**src/rtl/uart_tx_cfg_if.sv**
```systemverilog
// Request/line bundle between a system-clock master and the configurable UART transmitter.
// The master drives the request and word; the transmitter drives status, strobes and the serial line.
interface uart_tx_cfg_if #(
    parameter int DATA_W = 8
);
    logic              i_tx_start;
    logic [DATA_W-1:0] i_data;
    logic              o_tx_ready;
    logic              o_rs232_txd;
    logic              o_baudrate_tx_clk_en;
    logic              o_tx_done;
    logic              o_tx_busy;

    modport master (
        output i_tx_start,
        output i_data,
        input  o_tx_ready,
        input  o_rs232_txd,
        input  o_baudrate_tx_clk_en,
        input  o_tx_done,
        input  o_tx_busy
    );

    modport slave (
        input  i_tx_start,
        input  i_data,
        output o_tx_ready,
        output o_rs232_txd,
        output o_baudrate_tx_clk_en,
        output o_tx_done,
        output o_tx_busy
    );
endinterface

```
**src/rtl/uart_tx_cfg.sv**
```systemverilog
// Parametrised UART transmitter with built-in baud divider: start, DATA_W bits LSB first,
// optional odd/even parity, 1 or 2 stop bits. One word per accepted request.
module uart_tx_cfg #(
    parameter int CLK_FREQ  = 50_000_000,
    parameter int BAUD      = 115_200,
    parameter int DATA_W    = 8,
    parameter int PARITY    = 0,
    parameter int STOP_BITS = 1
) (
    input  logic          clk,
    input  logic          rst_n,
    uart_tx_cfg_if.slave  tx
);

    localparam int CLKS_PER_BIT = CLK_FREQ / BAUD;
    localparam int CNT_W        = (CLKS_PER_BIT > 2) ? $clog2(CLKS_PER_BIT) : 1;
    localparam logic [CNT_W-1:0] BAUD_LAST = CNT_W'(CLKS_PER_BIT - 1);
    localparam logic [CNT_W-1:0] BAUD_PRE  = CNT_W'(CLKS_PER_BIT - 2);
    localparam logic [3:0]       DATA_LAST = 4'(DATA_W - 1);
    localparam logic [3:0]       STOP_LAST = 4'(STOP_BITS - 1);
    localparam bit               HAS_PARITY = (PARITY != 0);

    if (CLKS_PER_BIT < 2) begin : g_chk_baud
        $error("uart_tx_cfg: CLK_FREQ/BAUD must be at least 2");
    end
    if (DATA_W < 5 || DATA_W > 9) begin : g_chk_data_w
        $error("uart_tx_cfg: DATA_W must be within 5..9");
    end
    if (PARITY < 0 || PARITY > 2) begin : g_chk_parity
        $error("uart_tx_cfg: PARITY must be 0 (none), 1 (odd) or 2 (even)");
    end
    if (STOP_BITS != 1 && STOP_BITS != 2) begin : g_chk_stop
        $error("uart_tx_cfg: STOP_BITS must be 1 or 2");
    end

    typedef enum logic [2:0] {
        S_IDLE,
        S_START,
        S_DATA,
        S_PARITY,
        S_STOP
    } state_e;

    state_e            state_q;
    logic [DATA_W-1:0] shift_q;
    logic              parity_q;
    logic [3:0]        bit_cnt_q;
    logic [CNT_W-1:0]  baud_cnt_q;
    logic              txd_q;
    logic              ready_q;
    logic              busy_q;
    logic              baud_en_q;
    logic              done_q;
    logic              baud_last;

    assign baud_last = (baud_cnt_q == BAUD_LAST);

    // NOTE: all state lives in this one clocked block and is written only with <=, so every
    // read below sees the value from before the edge regardless of statement order.
    always_ff @(posedge clk) begin
        if (!rst_n) begin
            state_q    <= S_IDLE;
            shift_q    <= '0;
            parity_q   <= 1'b0;
            bit_cnt_q  <= '0;
            baud_cnt_q <= '0;
            txd_q      <= 1'b1;
            ready_q    <= 1'b1;
            busy_q     <= 1'b0;
            baud_en_q  <= 1'b0;
            done_q     <= 1'b0;
        end else begin
            done_q    <= 1'b0;
            baud_en_q <= 1'b0;

            // Strobe is registered one cycle early so it lands on the last cycle of each bit.
            if (state_q != S_IDLE) begin
                baud_cnt_q <= baud_last ? '0 : baud_cnt_q + 1'b1;
                if (baud_cnt_q == BAUD_PRE) begin
                    baud_en_q <= 1'b1;
                end
            end

            case (state_q)
                S_IDLE: begin
                    if (tx.i_tx_start) begin
                        shift_q    <= tx.i_data;
                        parity_q   <= (PARITY == 2) ? (^tx.i_data) : (~^tx.i_data);
                        baud_cnt_q <= '0;
                        bit_cnt_q  <= '0;
                        txd_q      <= 1'b0;
                        ready_q    <= 1'b0;
                        busy_q     <= 1'b1;
                        state_q    <= S_START;
                    end
                end

                S_START: begin
                    if (baud_last) begin
                        txd_q   <= shift_q[0];
                        shift_q <= shift_q >> 1;
                        state_q <= S_DATA;
                    end
                end

                S_DATA: begin
                    if (baud_last) begin
                        if (bit_cnt_q == DATA_LAST) begin
                            bit_cnt_q <= '0;
                            if (HAS_PARITY) begin
                                txd_q   <= parity_q;
                                state_q <= S_PARITY;
                            end else begin
                                txd_q   <= 1'b1;
                                state_q <= S_STOP;
                            end
                        end else begin
                            txd_q     <= shift_q[0];
                            shift_q   <= shift_q >> 1;
                            bit_cnt_q <= bit_cnt_q + 1'b1;
                        end
                    end
                end

                S_PARITY: begin
                    if (baud_last) begin
                        txd_q     <= 1'b1;
                        bit_cnt_q <= '0;
                        state_q   <= S_STOP;
                    end
                end

                S_STOP: begin
                    if (baud_last) begin
                        if (bit_cnt_q == STOP_LAST) begin
                            bit_cnt_q <= '0;
                            ready_q   <= 1'b1;
                            busy_q    <= 1'b0;
                            done_q    <= 1'b1;
                            state_q   <= S_IDLE;
                        end else begin
                            bit_cnt_q <= bit_cnt_q + 1'b1;
                        end
                    end
                end

                default: state_q <= S_IDLE;
            endcase
        end
    end

    assign tx.o_tx_ready           = ready_q;
    assign tx.o_rs232_txd          = txd_q;
    assign tx.o_baudrate_tx_clk_en = baud_en_q;
    assign tx.o_tx_done            = done_q;
    assign tx.o_tx_busy            = busy_q;

endmodule

```
**src/flat_wrapper.sv**
```systemverilog
// flat-port wrapper written by rule: the top's interface ports become plain ports
module uart_tx_cfg_flat 
#(
    parameter int CLK_FREQ  = 50_000_000,
    parameter int BAUD      = 115_200,
    parameter int DATA_W    = 8,
    parameter int PARITY    = 0,
    parameter int STOP_BITS = 1
)
  (clk, rst_n, tx_i_tx_start, tx_i_data, tx_o_tx_ready, tx_o_rs232_txd, tx_o_baudrate_tx_clk_en, tx_o_tx_done, tx_o_tx_busy);
  uart_tx_cfg_if #(.DATA_W(DATA_W)) tx_i ();
  input  logic clk;
  input  logic rst_n;
  input wire logic [$bits(tx_i.i_tx_start)-1:0] tx_i_tx_start;
  input wire logic [$bits(tx_i.i_data)-1:0] tx_i_data;
  output wire logic [$bits(tx_i.o_tx_ready)-1:0] tx_o_tx_ready;
  output wire logic [$bits(tx_i.o_rs232_txd)-1:0] tx_o_rs232_txd;
  output wire logic [$bits(tx_i.o_baudrate_tx_clk_en)-1:0] tx_o_baudrate_tx_clk_en;
  output wire logic [$bits(tx_i.o_tx_done)-1:0] tx_o_tx_done;
  output wire logic [$bits(tx_i.o_tx_busy)-1:0] tx_o_tx_busy;
  assign tx_i.i_tx_start = tx_i_tx_start;
  assign tx_i.i_data = tx_i_data;
  assign tx_o_tx_ready = tx_i.o_tx_ready;
  assign tx_o_rs232_txd = tx_i.o_rs232_txd;
  assign tx_o_baudrate_tx_clk_en = tx_i.o_baudrate_tx_clk_en;
  assign tx_o_tx_done = tx_i.o_tx_done;
  assign tx_o_tx_busy = tx_i.o_tx_busy;
  uart_tx_cfg #(.CLK_FREQ(CLK_FREQ), .BAUD(BAUD), .DATA_W(DATA_W), .PARITY(PARITY), .STOP_BITS(STOP_BITS)) u_core (.clk(clk), .rst_n(rst_n), .tx(tx_i));
endmodule
```
**config.mk**
```make
export PLATFORM = sky130hd
export DESIGN_NAME = uart_tx_cfg_flat
export DESIGN_NICKNAME = d
export VERILOG_FILES = /design/src/rtl/uart_tx_cfg_if.sv /design/src/rtl/uart_tx_cfg.sv /design/src/flat_wrapper.sv
export SDC_FILE = /design/constraint.sdc
export NUM_CORES = 1
export LEC_CHECK = 0
export CORE_ASPECT_RATIO = 0.9
export CORE_UTILIZATION = 60
export DETAILED_ROUTE_END_ITERATION = 10
export PLACE_DENSITY = 0.93
export SYNTH_ARGS = -nofsm -noshare
export SYNTH_HDL_FRONTEND = slang
export SYNTH_SLANG_ARGS = --single-unit
```
**constraint.sdc**
```tcl
create_clock -name clk -period 2.6 [get_ports clk]
set_input_delay 0.39 -clock clk [delete_from_list [all_inputs] [get_ports clk]]
set_output_delay 0.39 -clock clk [all_outputs]
set_load 0.05 [all_outputs]
```
== Word-level counts from Yosys, hierarchy flattened ==
Cells that the tools add are included.
Cells by class
  add/sub/neg operators: 2
  equal/unequal tests: 15
  multiplexer cells: 39
  reduce and logical (&&, ||, !) cells: 14
Operators by type and width (count)
  9-bit two-way mux: 4
  8-bit two-way mux: 4
  4-bit two-way mux: 6
  8-bit one-hot mux with 3 select lines: 1
  3-bit two-way mux: 7
  9-bit equality test (second input constant): 2
  4-bit one-hot mux with 4 select lines: 1
  3-bit one-hot mux with 5 select lines: 1
  5-bit AND reduction: 3
  1-bit two-way mux: 12
  2-bit by 1-bit != test with 1-bit output (second input constant): 6
  9-bit by 1-bit adder with 9-bit output (second input constant): 1
  4-bit nonzero test: 2
  7-bit AND reduction: 1
  3-bit by 2-bit equality test with 1-bit output (second input constant): 2
  3-bit nonzero test: 2
  4-bit by 1-bit adder with 4-bit output (second input constant): 1
  4-bit by 3-bit equality test with 1-bit output (second input constant): 1
  4-bit logical NOT: 1
  2-bit != test (second input constant): 2
  1-bit one-hot mux with 2 select lines: 2
  1-bit one-hot mux with 4 select lines: 1
  4-bit AND reduction: 1
  3-bit by 1-bit equality test with 1-bit output (second input constant): 1
  5 further kinds: 5
Storage, ports and cells
  register bits: 29
  input bits: 11
  output and inout bits: 5

== Depth between registers and ports, before layout ==
  word-level depth: 5
  gate-level depth with buffers: 7
  depth with buffers taken out: 6

== Worst setup path after synthesis ==
Ideal clock, no wire load.
  kind: reg2reg
  start point: register u_core.baud_cnt_q[1]
  end point: register u_core.baud_cnt_q[7]
  data arrival time: 1.652 ns
  required time: 2.509 ns
  slack: 0.857 ns
  cell stages (with the launch flop): 8
  buffers on the path: 1
  period minus slack after synthesis: 1.743 ns
  cell sequence: dfxtp_1 inv_1 ha_1 and4b_1 clkbuf_1 a21o_2 a31o_2 a311oi_1
On the way
  cells in the longest elaborated chain, start to end: 5
  elaborated cells on any way between the ends: 6
Ends and longest elaborated chain
  start, declared: line uart_tx_cfg.sv:48  | logic [CNT_W-1:0] baud_cnt_q;
  start signal, assigned: line uart_tx_cfg.sv:78  | baud_cnt_q <= baud_last ? '0 : baud_cnt_q + 1'b1;
  9-bit by 1-bit adder with 9-bit output or 9-bit equality test (tied branches): line uart_tx_cfg.sv:78, uart_tx_cfg.sv:56
  9-bit two-way mux (*): line uart_tx_cfg.sv:78
  9-bit two-way mux (*): line uart_tx_cfg.sv:77  | if (state_q != S_IDLE) begin
  9-bit two-way mux: line uart_tx_cfg.sv:86  | if (tx.i_tx_start) begin
  9-bit two-way mux (*): line uart_tx_cfg.sv:84  | case (state_q)
Every way passes the cells marked *; elsewhere a longest branch is shown, timed or not.
A chain may end at the register's enable or synchronous reset.

== Final worst setup path ==
  start point: register u_core.state_q[2]
  end point: register u_core.shift_q[2]
On the way
  cells in the longest elaborated chain, start to end: 3
  elaborated cells on any way between the ends: 10
Ends and longest elaborated chain
  start, declared: line uart_tx_cfg.sv:44  | state_e state_q;
  start signal, assigned: line uart_tx_cfg.sv:62  | state_q <= S_IDLE;
  start signal, assigned: line uart_tx_cfg.sv:94  | state_q <= S_START;
  start signal, assigned: line uart_tx_cfg.sv:102  | state_q <= S_DATA;
  3-bit by 2-bit equality test with 1-bit output, or another cell as far along: line uart_tx_cfg.sv:84
  2-bit by 1-bit != test with 1-bit output (no source line), or another cell as far along
  5-bit AND reduction (no source line)
  end signal, assigned: line uart_tx_cfg.sv:87  | shift_q <= tx.i_data;
  end signal, assigned: line uart_tx_cfg.sv:101  | shift_q <= shift_q >> 1;
  end signal, assigned: line uart_tx_cfg.sv:119  | shift_q <= shift_q >> 1;
  end, declared: line uart_tx_cfg.sv:45  | logic [DATA_W-1:0] shift_q;
Parallel ways exist; a longest one is shown, timed or not.

==> impl_results.md <==
- Status: finished, violations left
- Violated checks: DRC
- Initial Utilization: 65.4%
- Leakage: 0.699 nW
- GRT Overall Usage: 28.8%
- Yosys warning total: 0
- Clock sinks: 29
- Chip Width: 57.6 µm
- Max-Cap Viols: 0
- Reg area: 581 µm²
- Post-synth net total: 207
- Worst path cell trace: nor3_2 -> nand2_1 -> o31a_1 -> mux2i_1
- Critical path type: reg2reg
- Pin count of the biggest net entering global routing: 26
- ANT cells: 0
- Via Count: 1515
- Distinct cells, synth: 57
- Hold_buf cts: 0
- Commonest non-fill, non-tap cell in the layout: dfxtp_1
- CTS tree: yes
- Post-synth EDFFs: 0
- Peak supply drop: 0.000303 V
- Relative slew slack: 22.8%
- Pre-antenna DRT Iters: 7
- # fillers: 187
- Min cycle time layout: 2.06 ns
- Area of the multi-input gates: 1010 µm²
- Most frequent cells in the layout: 29 x dfxtp_1, 16 x nand2_1, 15 x clkdlybuf4s50_1, 11 x nor2_1, 10 x o21ai_0
- FMAX: 486 MHz
- Detail Placement HPWL: 2.75 mm
- Via density: 6.53
- Setup ws final: 0.543 ns
- Final setup fails: 0
- Gr ovfl total: 0
- R2r setup slk: 0.54 ns
- Area of the mapped netlist: 1670 µm²
- Setup WS pre-CTS: 0.547 ns
- Die area: 3000 µm²
- CP endpoint kind: flop
- Clock Tree Root: clkbuf_4
- Worst slew pin tran: 1.15 ns
- Main synth FF type: dfxtp_1
- Longest Clk Path Bufs: 2
- Hold Vio Cnt, Final: 0
- Post-synthesis cell count: 191
- Core area: 2550 µm²
- Die Ht: 52.1 µm
- Required @ worst endpoint: 2.86 ns
- DR iter-0 viols: 74
- Arr. time, crit path: 2.32 ns
- DR DRC count: 1
- Post-Route WL: 3.81 mm
- Post-CTS setup buffers: 0
- Reg clk slew, reported paths: 0.09 ns
- DR WL/cell: 16.4 µm
- Max FO, Critical Path: 25
- CP startpoint kind: flop
- Vias in the first global route: 1449
- Htree depth: 2
- Buffers on Ports: 15
- Count of state elements after synthesis: 29
- Fin Clk Skew: 0.00742 ns
- Syn-to-layout area delta: 11.9%
- I/O pin cnt: 16
- Hold crit path type: reg2reg
- Max incr delay on CP: 0.80 ns
- FP Rows: 17
- Asr flop ratio synth: 0%
- Power Density: 477 nW/µm²
- Share of the yosys chip area belonging to registers: 34.8%
- Nets: 220
- Max Slew Vio Count: 0
- Worst-Skew Late Latency: 0.34 ns
- Initial antenna violation count: 0
- Post-CTS Resized: 0
- Final TNS setup: 0 ns
- Routability cong.: 0.902
- Share of layout cells above drive strength 1: 8.33%
- CTS buffer count: 5
- Syn avg cell area: 8.75 µm²
- First-pass GRT wire length: 6.47 mm
- Unrepaired setup endpoints after global routing: no
- Antenna Nets Post-Route: 0
- Fin crit share: 79.1%
- CP max-delay cell: dfxtp_1
-- power breakdown --
part | switching (mW) | total (mW) | leakage (nW) | internal [mW]
logic | 0.0778 | 0.138 | 0.432 | 0.0605
clock network | 0.152 | 0.280 | 0.0314 | 0.127
registers | 0.0132 | 0.473 | 0.236 | 0.460
-- routing by layer --
layer  global-route usage, %  vias up  wire (µm)
met5                       0        -          0
met4                    18.7        0        100
met3                    6.22       13        194
met2                    46.7       59       1830
met1                    34.6      702       1690
li1                        -      741          -
-- cells by family after synthesis --
group                      after synthesis  share of synthesized area (%)
AOI/OAI and AO/OA                       59                           26.2
xor gates and xnor gates                 1                          0.524
adders and majority gates                5                           3.75
buffers and inverters                   17                           4.72
DFF                                     29                           34.8
muxes                                    8                           4.79
and+or+nand+nor                         72                           25.2
-- final cells by class --
cell class / count / share of cell area (%)
tap: 28 / 1.87
clock buffer: 7 / 2.95
multi-input combinational: 145 / 54.1
sequential: 29 / 31.1
timing repair buffer: 17 / 8.84
inverter: 6 / 1.20
-- cell usage after synthesis, types with 3 or more instances --
library cell	n	area share, %
dfxtp_1	29	35
nand2_1	16	3.6
nor2_1	11	2.5
o21ai_0	10	3.0
a21oi_1	9	2.7
nor3b_1	9	4.0
mux2i_1	8	4.8
o21a_1	7	3.1
clkbuf_1	6	1.3
inv_1	6	1.3
nand2b_1	6	2.2
nand3_1	6	1.8
nor3_1	6	1.8
ha_1	5	3.7
o211a_1	4	2.4
buf_2	3	0.90
-- path summary, 6_finish.rpt --
path                                   from                             end  depth (start not counted)
min          u_core.shift_q[4]$_SDFFE_PN0P_  u_core.shift_q[4]$_SDFFE_PN0P_                          2
max reg2reg  u_core.state_q[2]$_SDFFE_PN0P_  u_core.shift_q[2]$_SDFFE_PN0P_                          4
min reg2reg  u_core.shift_q[4]$_SDFFE_PN0P_  u_core.shift_q[4]$_SDFFE_PN0P_                          2
max          u_core.state_q[2]$_SDFFE_PN0P_  u_core.shift_q[2]$_SDFFE_PN0P_                          4
-- registers in the layout, indices dropped and copies added, names as in the netlist, 3 cells and up --
signal             flops
u_core.bit_cnt_q       4
u_core.state_q         3
u_core.shift_q         8
u_core.baud_cnt_q      9
-- critical path: cells and delay by family, from the launching register on --
family           cells  cell delay [ns]
AO/OA/AOI/OAI        1             0.48
multiplexers         1             0.25
flip-flops           1             0.80
AND/OR/NAND/NOR      2             0.45
-- through the flow --
step / instances / hold slack [ns] / power [mW] / instance area (µm²) / utilization [%]
3_5_place_dp: 225 / 0.456 / 0.619 / 1810 / 71.1
6_report: 232 / 0.464 / 0.891 / 1870 / 73.2
2_1_floorplan: 191 / 0.434 / 0.578 / 1670 / -
4_1_cts: 232 / 0.467 / 0.892 / 1870 / 73.2
3_3_place_gp: 225 / 0.440 / 0.610 / 1810 / 71.1
5_1_grt: 232 / 0.493 / 0.927 / 1870 / 73.2
Power figures use the tool's default switching activity.
